File: config.mk
export PLATFORM = sky130hd
export DESIGN_NAME = hour_counter_bcd
export DESIGN_NICKNAME = d
export VERILOG_FILES = /design/src/rtl/hour_counter_bcd.sv
export SDC_FILE = /design/constraint.sdc
export NUM_CORES = 1
export LEC_CHECK = 0
export CAP_MARGIN = 5
export CORE_ASPECT_RATIO = 0.8
export CORE_UTILIZATION = 55
export CTS_BUF_LIST = sky130_fd_sc_hd__clkbuf_2 sky130_fd_sc_hd__clkbuf_4 sky130_fd_sc_hd__clkbuf_8
export DETAILED_ROUTE_END_ITERATION = 16
export DONT_BUFFER_PORTS = 1
export PLACE_DENSITY_LB_ADDON = 0.05
export SLEW_MARGIN = 25
export SYNTH_ARGS = -nofsm -noshare
export SYNTH_HDL_FRONTEND = slang
export SYNTH_SLANG_ARGS = --single-unit
File: constraint.sdc
create_clock -name clk -period 10.8 [get_ports clk]
set_input_delay 1.62 -clock clk [delete_from_list [all_inputs] [get_ports clk]]
set_output_delay 1.62 -clock clk [all_outputs]
set_load 0.03 [all_outputs]
File: src/rtl/hour_counter_bcd.sv
// Binary hour counter with BCD display decode, 12h/24h selectable view.
// Define HOUR_DOWN_EN to add the dir input and borrow output for down-counting.
module hour_counter_bcd #(
  parameter int FULL  = 24,
  parameter int HALF  = 12,
  parameter int WIDTH = 5
) (
  input  logic             clk,
  input  logic             reset,
  input  logic             tick,
  input  logic             start_resume,
  input  logic             stop,
  input  logic             clear,
  input  logic             set,
  input  logic [WIDTH-1:0] init,
  input  logic             mode_24,
`ifdef HOUR_DOWN_EN
  input  logic             dir,
  output logic             borrow,
`endif
  output logic [WIDTH-1:0] count,
  output logic [3:0]       tens,
  output logic [3:0]       ones,
  output logic             pm,
  output logic             cout,
  output logic             set_err
);

  localparam logic [WIDTH-1:0] MAX_W  = WIDTH'(FULL - 1);
  localparam logic [WIDTH-1:0] HALF_W = WIDTH'(HALF);
  localparam logic [6:0]       HALF_7 = 7'(HALF);

  logic [WIDTH-1:0] count_q, count_d;
  logic             cout_q, cout_d;
  logic             err_q, err_d;
  logic             run;
`ifdef HOUR_DOWN_EN
  logic             borrow_q, borrow_d;
`endif

  assign run = start_resume & ~stop;

  always_comb begin
    count_d = count_q;
    cout_d  = 1'b0;
    err_d   = 1'b0;
`ifdef HOUR_DOWN_EN
    borrow_d = 1'b0;
`endif
    if (set) begin
      if (init > MAX_W) err_d = 1'b1;
      else              count_d = init;
    end else if (clear) begin
      count_d = '0;
    end else if (run && tick) begin
`ifdef HOUR_DOWN_EN
      if (dir) begin
        if (count_q == '0) begin
          count_d  = MAX_W;
          borrow_d = 1'b1;
        end else begin
          count_d = count_q - 1'b1;
        end
      end else
`endif
      if (count_q == MAX_W) begin
        count_d = '0;
        cout_d  = 1'b1;
      end else begin
        count_d = count_q + 1'b1;
      end
    end
  end

  always_ff @(posedge clk or negedge reset) begin
    if (!reset) begin
      count_q <= '0;
      cout_q  <= 1'b0;
      err_q   <= 1'b0;
`ifdef HOUR_DOWN_EN
      borrow_q <= 1'b0;
`endif
    end else begin
      count_q <= count_d;
      cout_q  <= cout_d;
      err_q   <= err_d;
`ifdef HOUR_DOWN_EN
      borrow_q <= borrow_d;
`endif
    end
  end

  // Display decode: fold to 1..HALF in 12h view, then repeated
  // subtract-by-ten for the BCD split (count never exceeds 99).
  logic [6:0] cnt7;
  logic [6:0] disp;
  logic [6:0] rem;
  logic [3:0] tens_v;

  assign cnt7 = 7'(count_q);

  always_comb begin
    disp = cnt7;
    if (!mode_24) begin
      if (cnt7 >= HALF_7) disp = cnt7 - HALF_7;
      if (disp == 7'd0)   disp = HALF_7;
    end
    rem    = disp;
    tens_v = 4'd0;
    for (int k = 0; k < 9; k++) begin
      if (rem >= 7'd10) begin
        rem    = rem - 7'd10;
        tens_v = tens_v + 4'd1;
      end
    end
  end

  assign count   = count_q;
  assign tens    = tens_v;
  assign ones    = 4'(rem);
  assign pm      = (count_q >= HALF_W);
  assign cout    = cout_q;
  assign set_err = err_q;
`ifdef HOUR_DOWN_EN
  assign borrow  = borrow_q;
`endif

endmodule

* Yosys cells after proc, flatten, opt, wreduce, memory -nomap -nowiden
Cells that the tools add are included.
W data, S select, Z words.
** Word-level totals
- Bits in registers :: 7
** Cells by class
- Multiplexer cells :: 33
- Reductions and logical operators :: 4
- Equal/unequal tests :: 2
- Magnitude comparators :: 12
- Add/sub/neg operators :: 19
- Bitwise logic cells :: 2
** Operators by type and width (count)
- $mux W7 :: 12
- $ge A7 B4 Y1 const B :: 9
- $sub A7 B4 Y7 const B :: 8
- $mux W4 :: 9
- $add A4 B1 Y4 const B :: 8
- $mux W5 :: 5
- $ge A5 B4 Y1 const B :: 2
- $logic_not A7 Y1 :: 1
- $mux W1 :: 7
- $sub A5 B4 Y6 const B :: 1
- $add A5 B1 Y5 const B :: 1
- $eq A5 B5 Y1 const B :: 1
- $gt A5 B5 Y1 const B :: 1
- $sub A4 B4 Y4 const B :: 1
- $reduce_bool A3 Y1 :: 1
- $ne A2 B2 Y1 const B :: 1
- $reduce_and A2 Y1 :: 1
- $and A1 B1 Y1 :: 1
- $logic_and A1 B1 Y1 :: 1
- $not A1 Y1 :: 1

* Logic depth before layout (Yosys ltp)
Gate-level depths: netlist of run 1.
- Depth after elaboration :: 24
- Depth in mapped cells :: 36
- Depth with buffers taken out :: 35

* Least setup slack after synthesis of run 1
OpenSTA, ideal clock, no wires.
- Path type :: input to output
- Start :: input mode_24
- End :: output tens[2]
- Data arrival time :: 7.675 ns
- Buffers on the path :: 2
- Slack :: 1.505 ns
- Required time :: 9.180 ns
- Cell stages on the path :: 31
- Cell sequence :: buf_2 > inv_1 > o2111a_1 > nor2_1 > ha_1 > nand2b_1 > a2111oi_1 > a2111oi_2 > a21boi_2 > o22ai_1 > o21ai_1 > nand2_1 > ha_1 > clkbuf_1 > xnor2_1 > ha_1 > nand2_1 > nand2_1 > ha_1 > nand2_1 > nand2_1 > ha_1 > nand2_1 > nand2_1 > ha_1 > mux2_2 > ha_1 > mux2_2 > ha_1 > a21boi_1 > xnor2_1
** On the way
- Word-level cells in the longest chain between the ends :: 19
- Elaborated cells on any way between the ends :: 43
- Classes of those cells :: add/sub: 16; order compare: 9; mux: 18
** RTL lines
- start: declaration :: line 16 : input logic mode_24,
- $mux W7 * :: line 104 : if (!mode_24) begin
- $sub A7 B4 Y7 or $ge A7 B4 Y1 (tied branches) :: line 112, 111
- $mux W7 or $mux W1 (tied branches) :: line 111 : if (rem >= 7'd10) begin
- $sub A7 B4 Y7, or another cell as far along :: line 112 : rem = rem - 7'd10;
- $mux W7 or $mux W4 (tied branches) :: line 111
- $sub A7 B4 Y7, or another cell as far along :: line 112
- $mux W7 or $mux W4 (tied branches) :: line 111
- $sub A7 B4 Y7, or another cell as far along :: line 112
- (+3 left out)
- $sub A7 B4 Y7, or another cell as far along :: line 112
- $mux W7 or $mux W4 (tied branches) :: line 111
- $sub A7 B4 Y7, or another cell as far along :: line 112
- $mux W7 or $mux W4 (tied branches) :: line 111
- $sub A7 B4 Y7, or another cell as far along :: line 112
- $mux W7 or $mux W4 (tied branches) :: line 111
- $ge A7 B4 Y1 or $add A4 B1 Y4 (tied branches) :: line 111, 113
- $mux W4 * :: line 111
- end: declaration :: line 22 : output logic [3:0] tens,
Every way passes the cells marked *; elsewhere a longest branch is shown, timed or not.

* Final worst setup path of run 1
- Start :: register count_q[2] (netlist: count[2])
- End :: output ones[1]
** On the way
- Word-level cells in the longest chain between the ends :: 24
- Elaborated cells on any way between the ends :: 34
- Classes of those cells :: add/sub: 10; order compare: 10; mux: 13; reduce/logical: 1
** RTL lines
- start: declaration :: line 33 : logic [WIDTH-1:0] count_q, count_d;
- start signal: assignment :: line 84 : count_q <= count_d;
- $sub A5 B4 Y6 or $ge A5 B4 Y1 (tied branches) :: line 105 : if (cnt7 >= HALF_7) disp = cnt7 - HALF_7;
- $mux W7 :: line 105
- $mux W7 :: line 104
- $logic_not A7 Y1 :: line 106 : if (disp == 7'd0) disp = HALF_7;
- $mux W7 :: line 106
- $mux W7 * :: line 104
- $sub A7 B4 Y7 or $ge A7 B4 Y1 (tied branches) :: line 112, 111
- $mux W7 * :: line 111
- (+8 left out)
- $sub A7 B4 Y7 or $ge A7 B4 Y1 (tied branches) :: line 112, 111
- $mux W7 * :: line 111
- $sub A7 B4 Y7 or $ge A7 B4 Y1 (tied branches) :: line 112, 111
- $mux W7 * :: line 111
- $sub A7 B4 Y7 or $ge A7 B4 Y1 (tied branches) :: line 112, 111
- $mux W7 * :: line 111
- $ge A7 B4 Y1 or $sub A4 B4 Y4 (tied branches) :: line 111, 112
- $mux W4 * :: line 111
- end: declaration :: line 23 : output logic [3:0] ones,
Every way passes the cells marked *; elsewhere a longest branch is shown, timed or not. The select of a mux whose other input is x is not followed.

==> results of run 1 <==
==> flip-flops by register name, indices dropped and copies added (netlist names) <==
register  count
count         5
cout          1
set_err       1
==> logic make-up after synthesis <==
kind of cell    synth area share
fa+ha+maj                 0.0872
flops                     0.0678
mux                       0.0349
xor+xnor                  0.0988
simple gates               0.271
buf+inv                   0.0581
compound gates             0.382
==> worst min path at each step <==
stage | start | to | cells after the start
floorplan | count[0]$_DFFE_PN0P_ | count[0]$_DFFE_PN0P_ | 2
finish | count[4]$_DFFE_PN0P_ | count[4]$_DFFE_PN0P_ | 2
global placement | count[3]$_DFFE_PN0P_ | count[3]$_DFFE_PN0P_ | 3
detailed placement | count[3]$_DFFE_PN0P_ | count[3]$_DFFE_PN0P_ | 3
CTS | count[3]$_DFFE_PN0P_ | count[3]$_DFFE_PN0P_ | 3
global route | count[2]$_DFFE_PN0P_ | count[2]$_DFFE_PN0P_ | 1
==> layer usage <==
metal,global-route usage,share of wire,up-vias
met3,0.0246,0.088,17
met4,0.0463,0.015,0
met1,0.487,0.52,1201
li1,-,-,1236
met5,0,0,-
met2,0.397,0.38,156
==> tightest hold or removal path: stages (launching register included) <==
cell and delay, ns:
dfrtp_2 0.55, nor2_1 0.15, nor2_1 0.05
==> what timing repair did <==
item / 4_1_cts / 5_1_grt
gates resized for setup: 0 / 2
endpoints found under the setup margin: 0 / 5
hold buffers: 0 / 0
buffers inserted: 0 / 0
hold endpoints to repair: 0 / 0
==> through the flow <==
| step | util | instances | hold WS [ns] |
|---|---|---|---|
| 6_report | 0.609 | 376 | 0.783 |
| 5_1_grt | 0.609 | 376 | 0.849 |
| 4_1_cts | 0.609 | 376 | 0.789 |
| 3_5_place_dp | 0.597 | 372 | 0.785 |
| 3_3_place_gp | 0.597 | 372 | 0.777 |
| 2_1_floorplan | - | 326 | 0.751 |
==> layout make-up <==
type | instances | area [sq um]
Clock buffer | 4 | 48.8
Multi-Input combinational cell | 287 | 2260
Tap cell | 57 | 71.3
Fill cell | 415 | 1690
Sequential cell | 7 | 178
Inverter | 19 | 71.3
Timing Repair Buffer | 2 | 15.0
==> layout by cell type, fill, tap and decap left out, types with 4 or more instances in the layout <==
cell / instances
a21oi_1: 14
o221ai_1: 4
a211oi_1: 8
nor2_2: 4
nand2_1: 35
a31oi_1: 4
nor3_1: 10
inv_1: 19
nand3b_1: 5
xnor2_1: 14
nor4_1: 7
o211ai_1: 4
ha_1: 18
o21ai_0: 12
nor2_1: 29
o21ai_1: 4
nand3_1: 6
dfrtp_1: 5
and3_1: 5
xor2_1: 7
nand2b_1: 5
==> impl_metrics.yaml, run 1 <==
synth:
  synth_cell_types: 85
  synth-seq-cells: 7
  ys_seq_area_frac: 0.0678
  syn_nets: 357
  netlist_area_sq_um: 2580
  syn_inst: 326
  synth.most_common_cell: "nand2_1"
  avgSynthCellArea_sq_um: 7.92
  synthFlopType: "dfrtp_1"
  synthTopCellsByArea: "ha_1 (8.7%), dfrtp_1 (6.8%), nand2_1 (5.1%), xnor2_1 (4.7%), nor2_1 (4.2%)"
  synth_common_cells: "nand2_1 (35), nor2_1 (29), inv_1 (19)"
  synth_warnings: 0
  yosysTopAreaCellShare: 0.0872
  async_flop_share: 1.00
  synth_edf_count: 0
  synth_top_area_cell: "ha_1"
route:
  routedWlPerCell_microns: 18.4
  ant_nets: 0
  via_count: 2610
  post-route-drc-count: 0
  vias_per_cell: 6.94
  drtIter0Drc: 292
  firstDrtPassIters: 5
  drt-total-wl_microns: 6920
global_routing:
  antenna_found_initial: 0
  grt_pass1_vias: 2332
  gr-total-overflow: 0
  grt_usage: 0.293
  grt_max_degree: 15
  grt_pass1_wl_microns: 11800
cts:
  cts-root-buf: "clkbuf_8"
  insertion_delay_ns: 0.23
  clkSlewWorstSetupHoldPaths_ns: 0.04
  htreeDepth: 1
  clk_path_buf_depth: 2
  clock_sinks: 7
  tritoncts: "done"
  cts_buffers: 3
worst_setup_path:
  path_max_fanout: 14
  cpPeakStageDelay_ns: 0.60
  crit_required_ns: 9.18
  setup.worst_path.end_class: "primary output"
  cp.depth: 33
  rr_worst_depth: 7
  crit_buf_inv: 3
  crit_end: "ones[1]"
  r2r_slack_ns: 8.76
  arrival_ns: 8.62
  r2r-end: "count[2]$_DFFE_PN0P_"
  slowest_stage: "dfrtp_2"
  startpoint_type: "register"
  crit_start: "count[2]$_DFFE_PN0P_"
  crit_family: "compound AO/OA/AOI/OAI gates"
  crit_type: "reg2out"
  cpMostUsedCell: "ha_1"
  rr_startpoint: "count[3]$_DFFE_PN0P_"
finish:
  diodes: 0
  drive_above_1_share: 0.160
  fin_area_sq_um: 2640
  nets: 351
  areaGrowthSynthToFinish_pct: 2.28
flow_run:
  drv_cap: 0
placed_design:
  numPortBuffers: 0
  place_ws_ns: 0.788
  hpwl_microns: 5440
  gp_congestion: 0.888
  dpl_cell_area_sq_um: 2590
sta:
  slew_headroom: 0.514
  final_max_slew_viol_count: 0
  final-hold-violation-count: 0
  setup_violations: 0
  tns_ns: 0
  fin_crit_sh: 0.949
  period_minus_slack_ns: 10.24
  max_freq_mhz: 97.6
  worst_slack_ns: 0.556
  grt_setup_unrepaired: "false"
  max_slew.worst_pin.slew_ns: 0.708
  finClkSkew_ns: 0.00280
floorplanning:
  die_h_microns: 63.3
  fp.dieW_microns: 78.6
  dieArea_sq_um: 4980
  io_pins: 29
  start_util: 0.596
  coreArea_sq_um: 4340
  rows: 21
status:
  status: "complete, no violations"
hold_path:
  hp-class: "reg2reg"
Power of run 1 is left out: the tool's default activity adds up to more than one toggle a clock period on the data nets, which glitch-free logic cannot reach.
==> run 2, diff against run 1 <==
- CORE_UTILIZATION: 55 -> 30
==> run 2 against run 1 <==
Against the previous run:
- clock skew shrank 0.0015 ns
- wire length grew 6.5%
- fmax grew 2.8%
- utilization shrank 27 points
- critical path depth is the same
- hold slack lost 0.0044 ns
==> impl_metrics.yaml, run 2 (synthesis results as in run 1) <==
cts:
  clk_path_buf_depth: 2
  clock_sinks: 7
  cts-root-buf: "clkbuf_8"
  clkSlewWorstSetupHoldPaths_ns: 0.04
  insertion_delay_ns: 0.23
  cts_setup_buffers: 0
  htreeDepth: 1
  cts_buffers: 3
  cts_hold_buffers: 0
  tritoncts: "done"
sta:
  setup_violations: 0
  tns_ns: 0
  fin_crit_sh: 0.923
  final-hold-violation-count: 0
  period_minus_slack_ns: 9.97
  worst_slack_ns: 0.834
  final_max_slew_viol_count: 0
  slew_headroom: 0.474
  finClkSkew_ns: 0.00130
  grt_setup_unrepaired: "false"
  max_freq_mhz: 100
  max_slew.worst_pin.slew_ns: 0.783
floorplanning:
  coreArea_sq_um: 8130
  fp.dieW_microns: 106
  io_pins: 29
  dieArea_sq_um: 8990
  rows: 29
  start_util: 0.318
  die_h_microns: 85.0
global_routing:
  grt_pass1_vias: 2357
  grt_max_degree: 15
  gr-total-overflow: 0
  grt-busiest-layer: "met1"
  grtUsageMet2: 0.231
  antenna_found_initial: 0
  use_met1: 0.281
  globalRouteMet3Util: 0.0123
  grt_pass1_wl_microns: 12400
  grt_usage: 0.168
route:
  vias_per_cell: 5.78
  firstDrtPassIters: 4
  post-route-drc-count: 0
  drtIter0Drc: 155
  drt-total-wl_microns: 7370
  ant_nets: 0
  via_count: 2481
  routedWlPerCell_microns: 17.2
worst_setup_path:
  cpPeakStageDelay_ns: 0.64
  crit_required_ns: 9.18
  arrival_ns: 8.35
  path_max_fanout: 7
  setup.worst_path.end_class: "primary output"
  slowest_stage: "dfrtp_1"
  crit_type: "reg2out"
  cpMostUsedCell: "ha_1"
  startpoint_type: "register"
hold_path:
  hp-class: "reg2reg"
finish:
  multi_input_area_sq_um: 2270
  final_util: 0.337
  most-common-layout-cells: "nand2_1 (35), nor2_1 (29), inv_1 (19)"
  diodes: 0
  regArea_sq_um: 176
  largest_register_ffs: 5
  drive_above_1_share: 0.171
  fillers: 891
  final_common_cell: "nand2_1"
  areaGrowthSynthToFinish_pct: 5.96
  nets: 353
flow_run:
  drv_cap: 0
placed_design:
  place_ws_ns: 0.775
  hpwl_microns: 5940
  numPortBuffers: 0
  gp_congestion: 0.839
status:
  status: "complete, no violations"
==> run 2: cell types whose count changed in the layout (fill, tap and decap cells not counted) <==
cell,before,now
buf_4,2,4
xnor2_2,3,4
dfrtp_2,2,1
dfrtp_1,5,6
mux2i_1,3,2
a31oi_1,4,3
a31oi_2,0,1
xnor2_1,14,13
mux2i_2,0,1
==> run 2: repair_timing <==
action | in CTS | in global routing
setup endpoints to repair | 0 | 7
hold endpoints to repair | 0 | 0
gates resized for setup | 0 | 4
==> run 2: through the flow <==
stage               hold slack, ns  cells  cell area [sq um]
global placement             0.811    425               2670
finish                       0.778    429               2740
global route                 0.825    429               2740
floorplan                    0.751    326               2580
CTS                          0.822    429               2720
detailed placement           0.813    425               2670
==> run 2: critical path: cells and delay by family (launching register included) <==
family                   cells  cell delay, ns
flip-flops                   1            0.64
buffers and inverters        1            0.22
adder cells (fa/ha/maj)      8            2.41
multiplexers                 1            0.29
AND/OR/NAND/NOR             12            1.52
XOR/XNOR                     2            0.56
AO/OA/AOI/OAI                9            2.46
==> run 2: metal layers <==
layer	up-vias	wire length, microns
met3	0	313
met5	-	0
met4	0	0
met1	1177	4220
li1	1244	-
met2	60	2840
==> run 2: path summary, 6_finish.rpt <==
check                      cells after the start              endpoint  slack (ns)                 start
max in group asynchronous                      0  count[3]$_DFFE_PN0P_        9.63                 reset
hold / removal                                 2  count[3]$_DFFE_PN0P_        0.78  count[3]$_DFFE_PN0P_
min in group asynchronous                      0        cout$_DFF_PN0_        1.09                 reset
hold reg to reg                                2  count[3]$_DFFE_PN0P_        0.78  count[3]$_DFFE_PN0P_
setup / recovery                              33               tens[3]        0.83  count[1]$_DFFE_PN0P_
setup reg to reg                               6  count[2]$_DFFE_PN0P_        8.63  count[3]$_DFFE_PN0P_
==> run 2: layout make-up <==
class | count | area share
Sequential cell | 7 | 0.0645
Inverter | 19 | 0.0261
Clock buffer | 4 | 0.0178
Tap cell | 108 | 0.0494
Timing Repair Buffer | 4 | 0.0110
Multi-Input combinational cell | 287 | 0.831
Power of run 2 is left out for the same reason.
